File: config.mk
export PLATFORM = sky130hd
export DESIGN_NAME = mac_window_pipe
export DESIGN_NICKNAME = d
export VERILOG_FILES = /design/src/rtl/mac_window_pkg.sv /design/src/rtl/mac_sat_stage.sv /design/src/rtl/mac_window_pipe.sv
export SDC_FILE = /design/constraint.sdc
export NUM_CORES = 2
export LEC_CHECK = 0
export BUFFER_PORTS_ARGS = -buffer_cell sky130_fd_sc_hd__buf_2
export CORE_MARGIN = 1.5
export CORE_UTILIZATION = 40
export CTS_CLUSTER_DIAMETER = 80
export DETAILED_ROUTE_END_ITERATION = 6
export PLACE_DENSITY = 0.52
export RECOVER_POWER = 25
export SETUP_SLACK_MARGIN = 0.15
export SLEW_MARGIN = 10
export SYNTH_ARGS = -nofsm -noshare
export SYNTH_HDL_FRONTEND = slang
export SYNTH_SLANG_ARGS = --single-unit
File: constraint.sdc
create_clock -name clk -period 24.1 [get_ports clk]
set_input_delay 0 -clock clk [delete_from_list [all_inputs] [get_ports clk]]
set_output_delay 0 -clock clk [all_outputs]
set_load 0.005 [all_outputs]
File: src/rtl/mac_window_pkg.sv
// Shared types and helpers for the a*b+c sliding-window stream unit.
package mac_window_pkg;

  // Result width-reduction policy.
  typedef enum logic {
    MODE_WRAP = 1'b0,
    MODE_SAT  = 1'b1
  } mode_e;

  // Number of consecutive samples that make up one window.
  localparam int WIN = 3;

  // Width that holds a*b+c for DW-bit unsigned operands without loss.
  function automatic int full_width(input int dw);
    return (2 * dw) + 1;
  endfunction

endpackage

File: src/rtl/mac_sat_stage.sv
// Combinational a*b+c with width reduction to OW bits, overflow detection
// and WRAP/SAT selection.
module mac_sat_stage
  import mac_window_pkg::*;
#(
  parameter int    DW   = 32,
  parameter int    OW   = 32,
  parameter mode_e MODE = MODE_WRAP
) (
  input  logic [DW-1:0] a,
  input  logic [DW-1:0] b,
  input  logic [DW-1:0] c,
  output logic [OW-1:0] result,
  output logic          ovf
);

  localparam int FW = full_width(DW);

  logic [FW-1:0] full_s;
  logic          ovf_s;

  // Full-precision multiply-add; FW bits can never overflow.
  always_comb begin
    full_s = FW'(a) * FW'(b) + FW'(c);
  end

  // Overflow means any bit above the kept OW bits is set.
  generate
    if (OW < FW) begin : g_narrow
      assign ovf_s = |full_s[FW-1:OW];
    end else begin : g_full
      assign ovf_s = 1'b0;
    end
  endgenerate

  // Select wrapped or saturated result.
  always_comb begin
    ovf = ovf_s;
    if ((MODE == MODE_SAT) && ovf_s) begin
      result = {OW{1'b1}};
    end else begin
      result = full_s[OW-1:0];
    end
  end

endmodule

File: src/rtl/mac_window_pipe.sv
// Sliding 3-sample window over a valid-qualified stream; each completed window
// yields a*b+c (oldest*middle+newest) after a LAT-cycle output pipeline.
module mac_window_pipe
  import mac_window_pkg::*;
#(
  parameter int DW   = 32,
  parameter int OW   = 32,
  parameter int MODE = 0,
  parameter int LAT  = 1
) (
  input  logic          clk,
  input  logic          rst_,
  input  logic          validi,
  input  logic [DW-1:0] data_in,
  input  logic          clr,
  output logic          valido,
  output logic [OW-1:0] data_out,
  output logic          ovf
);

  localparam mode_e      MODE_SEL = (MODE == 1) ? MODE_SAT : MODE_WRAP;
  localparam logic [1:0] CNT_FULL = 2'(WIN - 1);

  logic [1:0]    cnt_r;
  logic [DW-1:0] h1_r;
  logic [DW-1:0] h2_r;
  logic          fire_s;
  logic [OW-1:0] res_s;
  logic          res_ovf_s;

  logic          vld_r [LAT];
  logic [OW-1:0] dat_r [LAT];
  logic          ovf_r [LAT];

  // A window completes when a third consecutive valid sample arrives without clr.
  always_comb begin
    fire_s = 1'b0;
    if (validi && !clr && (cnt_r == CNT_FULL)) begin
      fire_s = 1'b1;
    end else begin
      fire_s = 1'b0;
    end
  end

  mac_sat_stage #(
    .DW   (DW),
    .OW   (OW),
    .MODE (MODE_SEL)
  ) u_sat (
    .a      (h2_r),
    .b      (h1_r),
    .c      (data_in),
    .result (res_s),
    .ovf    (res_ovf_s)
  );

  // Run counter and sample history; clr discards the window, a gap restarts the run.
  always_ff @(posedge clk or negedge rst_) begin
    if (!rst_) begin
      cnt_r <= 2'd0;
      h1_r  <= {DW{1'b0}};
      h2_r  <= {DW{1'b0}};
    end else if (clr) begin
      cnt_r <= 2'd0;
      h1_r  <= {DW{1'b0}};
      h2_r  <= {DW{1'b0}};
    end else if (validi) begin
      if (cnt_r != CNT_FULL) begin
        cnt_r <= cnt_r + 2'd1;
      end else begin
        cnt_r <= cnt_r;
      end
      h2_r <= h1_r;
      h1_r <= data_in;
    end else begin
      cnt_r <= 2'd0;
    end
  end

  // Output pipeline: valid shifts every cycle, data moves only behind a valid
  // stage so the last stage keeps its last result while idle.
  always_ff @(posedge clk or negedge rst_) begin
    if (!rst_) begin
      for (int i = 0; i < LAT; i++) begin
        vld_r[i] <= 1'b0;
        dat_r[i] <= {OW{1'b0}};
        ovf_r[i] <= 1'b0;
      end
    end else begin
      vld_r[0] <= fire_s;
      ovf_r[0] <= fire_s & res_ovf_s;
      if (fire_s) begin
        dat_r[0] <= res_s;
      end
      for (int i = 1; i < LAT; i++) begin
        vld_r[i] <= vld_r[i-1];
        ovf_r[i] <= vld_r[i-1] & ovf_r[i-1];
        if (vld_r[i-1]) begin
          dat_r[i] <= dat_r[i-1];
        end
      end
    end
  end

  assign valido   = vld_r[LAT-1];
  assign data_out = dat_r[LAT-1];
  assign ovf      = ovf_r[LAT-1];

endmodule
==> flow_metrics.py <==
metrics = {
    "run_status": {
        "status": "finished with violations",
        "violations": "max-capacitance violations, max-slew violations",
    },
    "synthesis": {
        "ys.flop_type": "dfrtp_1",
        "ys_ff_latch": 100,
        "synth_cell_types": 79,
        "synth_area_um2": 38290,
        "seq_area_frac_synth": 0.06535,
        "synth_area_leaders": "fa_1 49%, and2_1 9.1%, ha_1 8.8%",
        "async_reset_ff_frac": 1.000,
        "synth_cells": 4130,
        "yosysTopAreaCellShare": 0.4857,
        "avgSynthCellArea_um2": 9.271,
        "syn_nets": 5365,
        "yosysWarnings": 0,
        "yosysTopAreaCell": "fa_1",
        "synth_edf_count": 0,
    },
    "die": {
        "die_w_um": 312.4,
        "core_area_um2": 94870,
        "dieArea_um2": 97590,
        "die_h_um": 312.4,
        "fp-row-count": 113,
        "ios": 70,
        "initial_utilization": 0.4036,
    },
    "timing": {
        "maxSlewHeadroom": -1.271,
        "skew_ns": 0.01664,
        "tightest_slew_ns": 3.407,
        "hold_viol": 0,
        "holdWs_ns": 0.1576,
        "maxSlewViolCount": 51,
        "finalCriticalPeriod_ns": 9.472,
        "grt_setup_unrepaired": "false",
        "timing.fmax_ghz": 0.1056,
        "setup_tns_ns": 0,
        "fin_crit_sh": 0.3930,
        "setup_viol": 0,
    },
    "cts": {
        "numCtsBuffers": 9,
        "clockBufferDepth": 2,
        "clock_latency_ns": 0.42,
        "clkSinkCount": 100,
        "cts_root_buf": "clkbuf_16",
        "cts_tree": "done",
        "clkTransAtPathRegs_ns": 0.10,
        "htree_levels": 3,
        "post_cts_resized": 0,
    },
    "layout": {
        "mostFrequentLayoutCell": "fa_1",
        "drive_above_1_share": 0.04420,
        "instances_no_fill": 5338,
        "mostFrequentLayoutCells": "929 x fa_1, 831 x inv_1, 577 x nand2_1",
        "syn_to_final_growth_pct": 5.473,
        "nets": 5302,
        "final_core_util": 0.4257,
        "fillerInstances": 9401,
    },
    "pwr": {
        "power_leakage_nw": 17.71,
        "ir_drop_mv": 0.03460,
        "powerDensity_nw_per_um2": 23.50,
    },
    "routing": {
        "totalWireLength_mm": 111.9,
        "drc": 0,
        "drtAntennaViolNets": 0,
        "via_per_inst": 5.110,
        "vias": 27280,
        "drt_iter0_markers": 1637,
        "firstDrtPassIters": 5,
        "wl_per_cell_um": 20.96,
    },
    "global_routing": {
        "grt_pass1_vias": 30170,
        "globalRoute.totalOverflow": 0,
        "grt_pass1_wl_mm": 180.8,
        "antenna_found_initial": 4,
        "grtUsageTotal": 0.2418,
        "grt_max_degree": 60,
    },
    "run": {
        "maxCapViolCount": 1,
    },
    "setup_path": {
        "crit_slowest_cell": "dfrtp_1",
        "startpoint_type": "register",
        "critPathMaxFanout": 19,
        "cp_data_arrival_time_ns": 9.74,
        "endpoint_kind": "register",
        "r2r_slack_ns": 14.63,
        "required_ns": 24.37,
        "crit_top_cell": "fa_1",
        "setup.worst_path.class": "register to register",
        "cp_slowest_stage_delay_ns": 0.79,
    },
    "placed_design": {
        "place_hpwl_mm": 90.60,
        "port_buffers": 69,
        "globalplace.congestion": 0.9029,
        "dp.cells": 5288,
    },
    "hold_path": {
        "hold_class": "input pin to register",
    },
}
-- final timing paths --
path / cells past startpoint / start / endpoint
setup reg to reg: 29 / h2_r[16] / ovf
max in group asynchronous: 3 / rst_ / h2_r[25]
hold / removal: 2 / clr / h1_r[2]
setup / recovery: 29 / h2_r[16] / ovf
hold reg to reg: 2 / data_out[0] / data_out[0]
min in group asynchronous: 2 / rst_ / h1_r[2]
-- metrics by stage --
stage / power [W] / instance area [um2] / setup slack [ns]
2_1_floorplan: 0.0005578 / 38290 / 16.08
3_3_place_gp: 0.0007759 / 39760 / 14.83
3_5_place_dp: 0.0007702 / 39760 / 14.69
4_1_cts: 0.0009585 / 40390 / 14.63
5_1_grt: 0.001023 / 40380 / 14.18
6_report: 0.0009491 / 40390 / 14.63
-- sequential cells by signal, summed over array words and instances, names as in the netlist --
register  flops
ovf           1
h1_r         32
data_out     32
valido        1
h2_r         32
cnt_r         2
-- layout make-up --
| type | instances | area, um2 | share of cell area |
|---|---|---|---|
| antenna | 1 | 2.502 | 0.00006196 |
| tap | 1265 | 1583 | 0.03919 |
| multi-input combinational | 2955 | 31700 | 0.7848 |
| clock inverter | 6 | 62.56 | 0.001549 |
| sequential | 100 | 2506 | 0.06205 |
| timing repair buffer | 169 | 1175 | 0.02909 |
| clock buffer | 10 | 239.0 | 0.005917 |
| inverter | 832 | 3123 | 0.07733 |
-- report_power, final --
group | internal, W | switching, W
Clock | 0.0000762 | 0.0000954
Sequential | 0.000191 | 0.0000254
Combinational | 0.000197 | 0.000364
Total | 0.000464 | 0.000485
-- cells by family after synthesis --
kind of cell,share of synthesized area
adder cells (fa/ha/maj),0.5739
buffers and inverters,0.1069
AO/OA/AOI/OAI,0.04849
XOR/XNOR,0.009607
AND/OR/NAND/NOR,0.1763
multiplexers,0.01948
flip-flops,0.06535
-- Yosys cell counts (3+ instances only) --
| cell type | instances |
|---|---|
| nand2b_1 | 7 |
| o21bai_1 | 7 |
| a211oi_1 | 13 |
| nand4_1 | 32 |
| xor2_1 | 21 |
| o31ai_1 | 7 |
| ha_1 | 270 |
| a22oi_1 | 6 |
| dfrtp_1 | 100 |
| o21a_1 | 9 |
| clkbuf_1 | 227 |
| o21ai_0 | 60 |
| a21boi_0 | 4 |
| or3_1 | 5 |
| nor2_1 | 115 |
| o21ai_1 | 16 |
| nor2b_1 | 5 |
| a21oi_1 | 82 |
| or2_2 | 3 |
| nor3_1 | 12 |
| mux2_2 | 4 |
| mux2i_1 | 70 |
| and4_1 | 5 |
| fa_1 | 929 |
| nand2_1 | 577 |
| inv_1 | 831 |
| o211ai_1 | 9 |
| buf_6 | 5 |
| nand3_1 | 11 |
| a21o_1 | 28 |
| and2_1 | 555 |
| xnor2_1 | 21 |
| buf_2 | 8 |
| nor4_1 | 6 |
| a31oi_1 | 11 |
-- critical path: cells and delay by family, from the launching register on --
family | cells | cell delay, ns
DFF | 1 | 0.79
buffers and inverters | 8 | 0.72
AOI/OAI and AO/OA | 6 | 1.36
and+or+nand+nor | 5 | 1.75
muxes | 1 | 0.18
adders and majority gates | 9 | 4.53
-- repair_timing --
action / in CTS / in global routing
endpoints found under the hold margin: 82 / 0
hold buffers: 33 / 0
setup buffers: 0 / 0
-- routing by layer --
metal	vias to the layer above	share of wire	track usage	wire length (um)
met5	-	0	0	0
met4	0	0.012	0.03464	1398
met3	74	0.059	0.03670	6637
met2	674	0.45	0.3802	50840
met1	14420	0.47	0.3600	53020
li1	12110	-	-	-
Power figures use the tool's default switching activity.
